==> src/rtl/vfu_request_pipe.sv <==
// Request queue, in-order metadata tracker and registered writeback stage between
// the lane's slot-request arbiter and a single vector functional unit.
module vfu_request_pipe #(
    parameter int unsigned QUEUE_DEPTH  = 2,
    parameter int unsigned MAX_INFLIGHT = 4,
    parameter int unsigned CTRL_W       = 40
) (
    input  logic                                clock,
    input  logic                                reset,
    output logic                                io_in_ready,
    input  logic                                io_in_valid,
    input  logic [32:0]                         io_in_bits_src_0,
    input  logic [32:0]                         io_in_bits_src_1,
    input  logic [32:0]                         io_in_bits_src_2,
    input  logic [32:0]                         io_in_bits_src_3,
    input  logic [3:0]                          io_in_bits_opcode,
    input  logic [3:0]                          io_in_bits_executeMask,
    input  logic [1:0]                          io_in_bits_executeIndex,
    input  logic [5:0]                          io_in_bits_groupIndex,
    input  logic [4:0]                          io_in_bits_laneIndex,
    input  logic [1:0]                          io_in_bits_tag,
    input  logic [CTRL_W-1:0]                   io_in_bits_ctrl,
    output logic                                io_vfu_req_valid,
    input  logic                                io_vfu_req_ready,
    output logic [32:0]                         io_vfu_req_src_0,
    output logic [32:0]                         io_vfu_req_src_1,
    output logic [32:0]                         io_vfu_req_src_2,
    output logic [32:0]                         io_vfu_req_src_3,
    output logic [3:0]                          io_vfu_req_opcode,
    output logic [CTRL_W-1:0]                   io_vfu_req_ctrl,
    input  logic                                io_vfu_resp_valid,
    input  logic [32:0]                         io_vfu_resp_data,
    output logic                                io_out_valid,
    output logic [32:0]                         io_out_data,
    output logic [1:0]                          io_out_tag,
    output logic [5:0]                          io_out_groupIndex,
    output logic [4:0]                          io_out_laneIndex,
    output logic [1:0]                          io_out_executeIndex,
    output logic [3:0]                          io_out_executeMask,
    output logic [$clog2(MAX_INFLIGHT+1)-1:0]   io_inflight,
    output logic                                io_errUnexpectedResp
);

    localparam int unsigned QPW = (QUEUE_DEPTH > 1) ? $clog2(QUEUE_DEPTH) : 1;
    localparam int unsigned QCW = $clog2(QUEUE_DEPTH + 1);
    localparam int unsigned TPW = (MAX_INFLIGHT > 1) ? $clog2(MAX_INFLIGHT) : 1;
    localparam int unsigned TCW = $clog2(MAX_INFLIGHT + 1);

    typedef struct packed {
        logic [32:0]       src_0;
        logic [32:0]       src_1;
        logic [32:0]       src_2;
        logic [32:0]       src_3;
        logic [3:0]        opcode;
        logic [3:0]        executeMask;
        logic [1:0]        executeIndex;
        logic [5:0]        groupIndex;
        logic [4:0]        laneIndex;
        logic [1:0]        tag;
        logic [CTRL_W-1:0] ctrl;
    } req_t;

    typedef struct packed {
        logic [1:0] tag;
        logic [5:0] groupIndex;
        logic [4:0] laneIndex;
        logic [1:0] executeIndex;
        logic [3:0] executeMask;
    } meta_t;

    req_t             q_mem [QUEUE_DEPTH];
    meta_t            t_mem [MAX_INFLIGHT];
    logic [QPW-1:0]   q_wr;
    logic [QPW-1:0]   q_rd;
    logic [QCW-1:0]   q_cnt;
    logic [TPW-1:0]   t_wr;
    logic [TPW-1:0]   t_rd;
    logic [TCW-1:0]   t_cnt;
    req_t             in_req;
    req_t             q_head;
    meta_t            t_head;
    meta_t            issue_meta;
    logic             in_fire;
    logic             issue_fire;
    logic             resp_fire;

    always_comb begin
        in_req.src_0        = io_in_bits_src_0;
        in_req.src_1        = io_in_bits_src_1;
        in_req.src_2        = io_in_bits_src_2;
        in_req.src_3        = io_in_bits_src_3;
        in_req.opcode       = io_in_bits_opcode;
        in_req.executeMask  = io_in_bits_executeMask;
        in_req.executeIndex = io_in_bits_executeIndex;
        in_req.groupIndex   = io_in_bits_groupIndex;
        in_req.laneIndex    = io_in_bits_laneIndex;
        in_req.tag          = io_in_bits_tag;
        in_req.ctrl         = io_in_bits_ctrl;
    end

    assign q_head = q_mem[q_rd];
    assign t_head = t_mem[t_rd];

    always_comb begin
        issue_meta.tag          = q_head.tag;
        issue_meta.groupIndex   = q_head.groupIndex;
        issue_meta.laneIndex    = q_head.laneIndex;
        issue_meta.executeIndex = q_head.executeIndex;
        issue_meta.executeMask  = q_head.executeMask;
    end

    // Handshakes look only at registered counts: a pop never frees a slot in the same cycle.
    assign io_in_ready      = (q_cnt != QCW'(QUEUE_DEPTH));
    assign io_vfu_req_valid = (q_cnt != '0) && (t_cnt < TCW'(MAX_INFLIGHT));
    assign in_fire          = io_in_valid && io_in_ready;
    assign issue_fire       = io_vfu_req_valid && io_vfu_req_ready;
    assign resp_fire        = io_vfu_resp_valid && (t_cnt != '0);

    assign io_vfu_req_src_0  = q_head.src_0;
    assign io_vfu_req_src_1  = q_head.src_1;
    assign io_vfu_req_src_2  = q_head.src_2;
    assign io_vfu_req_src_3  = q_head.src_3;
    assign io_vfu_req_opcode = q_head.opcode;
    assign io_vfu_req_ctrl   = q_head.ctrl;
    assign io_inflight       = t_cnt;

    always_ff @(posedge clock) begin
        if (in_fire)
            q_mem[q_wr] <= in_req;
        if (issue_fire)
            t_mem[t_wr] <= issue_meta;
    end

    always_ff @(posedge clock) begin
        if (reset) begin
            q_wr                 <= '0;
            q_rd                 <= '0;
            q_cnt                <= '0;
            t_wr                 <= '0;
            t_rd                 <= '0;
            t_cnt                <= '0;
            io_out_valid         <= 1'b0;
            io_out_data          <= '0;
            io_out_tag           <= '0;
            io_out_groupIndex    <= '0;
            io_out_laneIndex     <= '0;
            io_out_executeIndex  <= '0;
            io_out_executeMask   <= '0;
            io_errUnexpectedResp <= 1'b0;
        end else begin
            if (in_fire)
                q_wr <= (q_wr == QPW'(QUEUE_DEPTH - 1)) ? '0 : q_wr + 1'b1;
            if (issue_fire) begin
                q_rd <= (q_rd == QPW'(QUEUE_DEPTH - 1)) ? '0 : q_rd + 1'b1;
                t_wr <= (t_wr == TPW'(MAX_INFLIGHT - 1)) ? '0 : t_wr + 1'b1;
            end
            if (resp_fire)
                t_rd <= (t_rd == TPW'(MAX_INFLIGHT - 1)) ? '0 : t_rd + 1'b1;

            case ({in_fire, issue_fire})
                2'b10:   q_cnt <= q_cnt + 1'b1;
                2'b01:   q_cnt <= q_cnt - 1'b1;
                default: ;
            endcase

            case ({issue_fire, resp_fire})
                2'b10:   t_cnt <= t_cnt + 1'b1;
                2'b01:   t_cnt <= t_cnt - 1'b1;
                default: ;
            endcase

            io_out_valid <= resp_fire;
            if (resp_fire) begin
                io_out_data         <= io_vfu_resp_data;
                io_out_tag          <= t_head.tag;
                io_out_groupIndex   <= t_head.groupIndex;
                io_out_laneIndex    <= t_head.laneIndex;
                io_out_executeIndex <= t_head.executeIndex;
                io_out_executeMask  <= t_head.executeMask;
            end

            // An issue in this same cycle cannot be answered yet, so the registered count decides.
            if (io_vfu_resp_valid && (t_cnt == '0))
                io_errUnexpectedResp <= 1'b1;
        end
    end

endmodule

==> config.mk <==
export PLATFORM = sky130hd
export DESIGN_NAME = vfu_request_pipe
export DESIGN_NICKNAME = d
export VERILOG_FILES = /design/src/rtl/vfu_request_pipe.sv
export SDC_FILE = /design/constraint.sdc
export NUM_CORES = 1
export LEC_CHECK = 0
export CORE_MARGIN = 2
export CORE_UTILIZATION = 44
export DETAILED_ROUTE_END_ITERATION = 8
export GPL_ROUTABILITY_DRIVEN = 0
export PLACE_DENSITY = 0.71
export SETUP_SLACK_MARGIN = 0.4
export SYNTH_ARGS = -nofsm -noshare
export SYNTH_HDL_FRONTEND = slang
export SYNTH_SLANG_ARGS = --single-unit
==> constraint.sdc <==
create_clock -name clock -period 8.17 [get_ports clock]
set_input_delay 0.817 -clock clock [delete_from_list [all_inputs] [get_ports clock]]
set_output_delay 0.817 -clock clock [all_outputs]
set_load 0.01 [all_outputs]
==> flow_metrics.tcl <==
set metrics [dict create \
    gr-total-overflow 0 \
    nFillCells 3607 \
    worst_setup_path_end_kind "output port" \
    drcViolationCount 0 \
    hpwlAfterDp_mm 28.5 \
    power_per_cell_area_mw_per_mm2 304 \
    hold_class "flop to flop" \
    flow.area_growth_from_synthesis_pct 27.0 \
    placement.io_buffers 467 \
    post-route-worst-setup-slack_ns 3.92 \
    worst-r2r-cell-count 9 \
    worst_path_largest_cell_delay_ns 0.92 \
    worstSkewPairLatency_ns 0.59 \
    detailedPlace.worstSlack_ns 4.08 \
    r2r-start "io_inflight[2]" \
    mostFrequentLayoutCells "466 x sky130_fd_sc_hd__clkdlybuf4s50_1, 466 x sky130_fd_sc_hd__edfxtp_1, 195 x sky130_fd_sc_hd__mux2_2" \
    avgRoutedWirePerCell_um 20.2 \
    number_of_buffers_and_inverters_on_the_critical_path 2 \
    clk_path_buf_depth 3 \
    fraction_of_power_consumed_by_combinational_cells_pct 25.4 \
    period_needed_ns 4.25 \
    p_leak_nw 8.68 \
    grt_pass1_vias 11100 \
    rows 79 \
    synth.yosys.warnings 0 \
    post-place-cells 2049 \
    cts_hold_repair.buffers 0 \
    netlist-cell-type-count 33 \
    timing_max_transition_violations_final 0 \
    report.power.total_mw 8.00 \
    peakVddDrop_v 0.000233 \
    hold_violation_total_from_the_final_report 0 \
    data_required_time_of_the_worst_path_ns 7.35 \
    die_ar_mm2 0.0488 \
    syn_avg_cell_area_um2 17.4 \
    maximum_clock_rate_ghz 0.235 \
    worstSetupPathType "flop to output port" \
    via_count 10500 \
    grtUsageTotal_pct 17.4 \
    critical_path.top_delay_family "buffers and inverters" \
    finalNetCount 1739 \
    grt_pass1_wl_mm 65.1 \
    avgViaCountPerCell 4.85 \
    layout-drive-gt1-share_pct 20.5 \
    synthesis.area_mm2 0.0207 \
    ctsResizeCount 0 \
    cts_tree "built" \
    storage_cell_area_mm2 0.0153 \
    pin_count_of_the_biggest_net_entering_global_routing 130 \
    floorplan.initialDensity_pct 44.6 \
    placed_area_mm2 0.0246 \
    deepest_level_of_the_cts_h_tree 2 \
    area_of_the_multi_input_gates_mm2 0.00372 \
    min_delay_path_depth 2 \
    finish.cell_count_without_fillers 2154 \
    worst_r2r_endpoint "io_inflight[2]" \
    die_wd_um 221 \
    finalWirelength_mm 43.5 \
    power_switching_mw 2.09 \
    cell_internal_power_mw 5.91 \
    setup_total_negative_slack_ns 0 \
    regToRegSetupSlack_ns 4.95 \
    synth_sequential_area_ratio_pct 74.0 \
    setup-violations-final 0 \
    postLayoutCoreUtil_pct 56.6 \
    placeableCoreArea_mm2 0.0465 \
    yosys_register_bits 532 \
    fin_hold_ws_ns 0.452 \
    power.share.clock_pct 29.8 \
    max_slew.worst_pin.slew_ns 1.08 \
    antenna_left 0 \
    detailedRoute.firstPassIterationCount 5 \
    layout_cell_area_excl_fill_mm2 0.0263 \
    power_switching_share_pct 26.2 \
    cp_data_arrival_time_ns 3.44 \
    syn-num-nets 1429 \
    clk_transition_reported_paths_ns 0.06 \
    tritoncts.num_buffers 54 \
    holdCritStartpoint "io_out_data[15]" \
    cells_after_synthesis 1188 \
    hold-path-endpoint "io_out_data[15]" \
    critical_path.cell_chain "buf_4 > mux2_2 > clkdlybuf4s50_1" \
    die_height_um 221 \
    crit_path_top_delay_cell "sky130_fd_sc_hd__buf_4" \
    seq_power_share_pct 44.8 \
    startpoint_type "flop" \
    antenna_violations_before_repair 11 \
    drt_iter0_markers 575 \
    rsz_0062_raised_after_global_routing "false" \
    slew_headroom_pct 28.1 \
    ios 468 \
    fin_crit_sh_pct 52.1 \
    tritoncts_num_sinks 532 \
    cts_root_buf "sky130_fd_sc_hd__clkbuf_16" \
    largest_fanout_on_the_critical_path 75 \
    cts.repair_timing.setup_buffer_count 0 \
    run_status "complete, no violations" \
    finClkSkew_ns 0.0234 \
    max-cap-violations 0 \
]
[worst min-delay path, cell delays in order, from the launching register on]
cell	delay [ns]
sky130_fd_sc_hd__dfxtp_1	0.30
sky130_fd_sc_hd__nand2_1	0.05
sky130_fd_sc_hd__a21oi_1	0.05
[metal layers]
layer / vias up / global-route usage (%) / wire length [µm]
li1: 4861 / - / -
met5: - / 0 / 55
met3: 79 / 8.41 / 4660
met1: 5117 / 19.6 / 16400
met2: 387 / 28.7 / 21200
met4: 8 / 6.21 / 1190
[area by class of cell]
type / count / area share (%)
flip-flops and latches: 532 / 58.3
repair buffers: 474 / 18.0
multi-input cells: 426 / 14.1
clock buffers: 73 / 5.53
well taps: 607 / 2.89
clock inverters: 26 / 1.01
inverters: 10 / 0.171
diodes: 6 / 0.0571
[synthesized netlist by cell type]
master	number	share of area, %
sky130_fd_sc_hd__edfxtp_1	466	68
sky130_fd_sc_hd__mux2_2	195	11
sky130_fd_sc_hd__buf_4	176	6.4
sky130_fd_sc_hd__nand2_1	109	2.0
sky130_fd_sc_hd__dfxtp_1	66	6.4
sky130_fd_sc_hd__a21oi_1	51	1.2
sky130_fd_sc_hd__buf_2	28	0.68
sky130_fd_sc_hd__mux4_2	19	2.1
sky130_fd_sc_hd__a21oi_2	12	0.51
sky130_fd_sc_hd__inv_1	9	0.16
sky130_fd_sc_hd__ha_1	7	0.42
sky130_fd_sc_hd__buf_12	6	0.58
sky130_fd_sc_hd__clkbuf_1	6	0.11
sky130_fd_sc_hd__nor2_1	6	0.11
sky130_fd_sc_hd__and3_1	5	0.15
sky130_fd_sc_hd__o21ai_0	5	0.12
sky130_fd_sc_hd__xor2_1	3	0.13
sky130_fd_sc_hd__buf_6	2	0.11
sky130_fd_sc_hd__or3_1	2	0.060
sky130_fd_sc_hd__or3_2	2	0.073
sky130_fd_sc_hd__a21bo_2	1	0.048
sky130_fd_sc_hd__buf_1	1	0.018
sky130_fd_sc_hd__clkbuf_4	1	0.036
sky130_fd_sc_hd__fa_1	1	0.097
sky130_fd_sc_hd__inv_2	1	0.018
sky130_fd_sc_hd__nand2b_1	1	0.030
sky130_fd_sc_hd__nand3_1	1	0.024
sky130_fd_sc_hd__nand3b_1	1	0.036
sky130_fd_sc_hd__nor3_1	1	0.024
sky130_fd_sc_hd__o21bai_1	1	0.036
sky130_fd_sc_hd__o31ai_4	1	0.10
sky130_fd_sc_hd__or4_1	1	0.036
sky130_fd_sc_hd__xnor2_1	1	0.042
[power groups by stage]
stage	registers [mW]	clock network, mW	logic, mW
6_report	3.59	2.38	2.03
5_1_grt	3.63	2.55	2.18
4_1_cts	3.60	2.45	2.07
3_5_place_dp	3.65	0	2.05
3_3_place_gp	3.63	0	2.04
2_1_floorplan	3.64	0	1.44
[flip-flops by register name (all words and copies together) (netlist names), named ones only]
signal,count
q_mem,390
io_out_valid,1
io_out_data,33
io_out_laneIndex,5
t_rd,2
t_mem,76
io_out_executeMask,4
q_rd,1
io_errUnexpectedResp,1
t_wr,2
io_out_executeIndex,2
io_out_tag,2
q_wr,1
q_cnt,2
io_out_groupIndex,6
io_inflight,3
[how the worst max path moves through the flow]
stage,cells after the start,endpoint,slack (ns)
floorplan,1,q_mem[1][0],2.27
global placement,10,io_inflight[2],4.12
detailed placement,10,io_inflight[2],4.08
CTS,3,io_vfu_req_src_1[12],3.82
global route,3,io_vfu_req_src_1[6],3.72
finish,3,io_vfu_req_src_2[12],3.92
[cells by family (layout without fill, tap and decap cells)]
logic type | Yosys count | after routing | synth area share, %
mux | 214 | 214 | 12.7
fa+ha+maj | 8 | 8 | 0.520
xor+xnor | 4 | 4 | 0.169
buf+inv | 230 | 583 | 8.09
compound gates | 71 | 71 | 2.05
other cells | 0 | 6 | 0
simple gates | 129 | 129 | 2.52
flops | 532 | 532 | 74.0
Power figures use the tool's default switching activity.
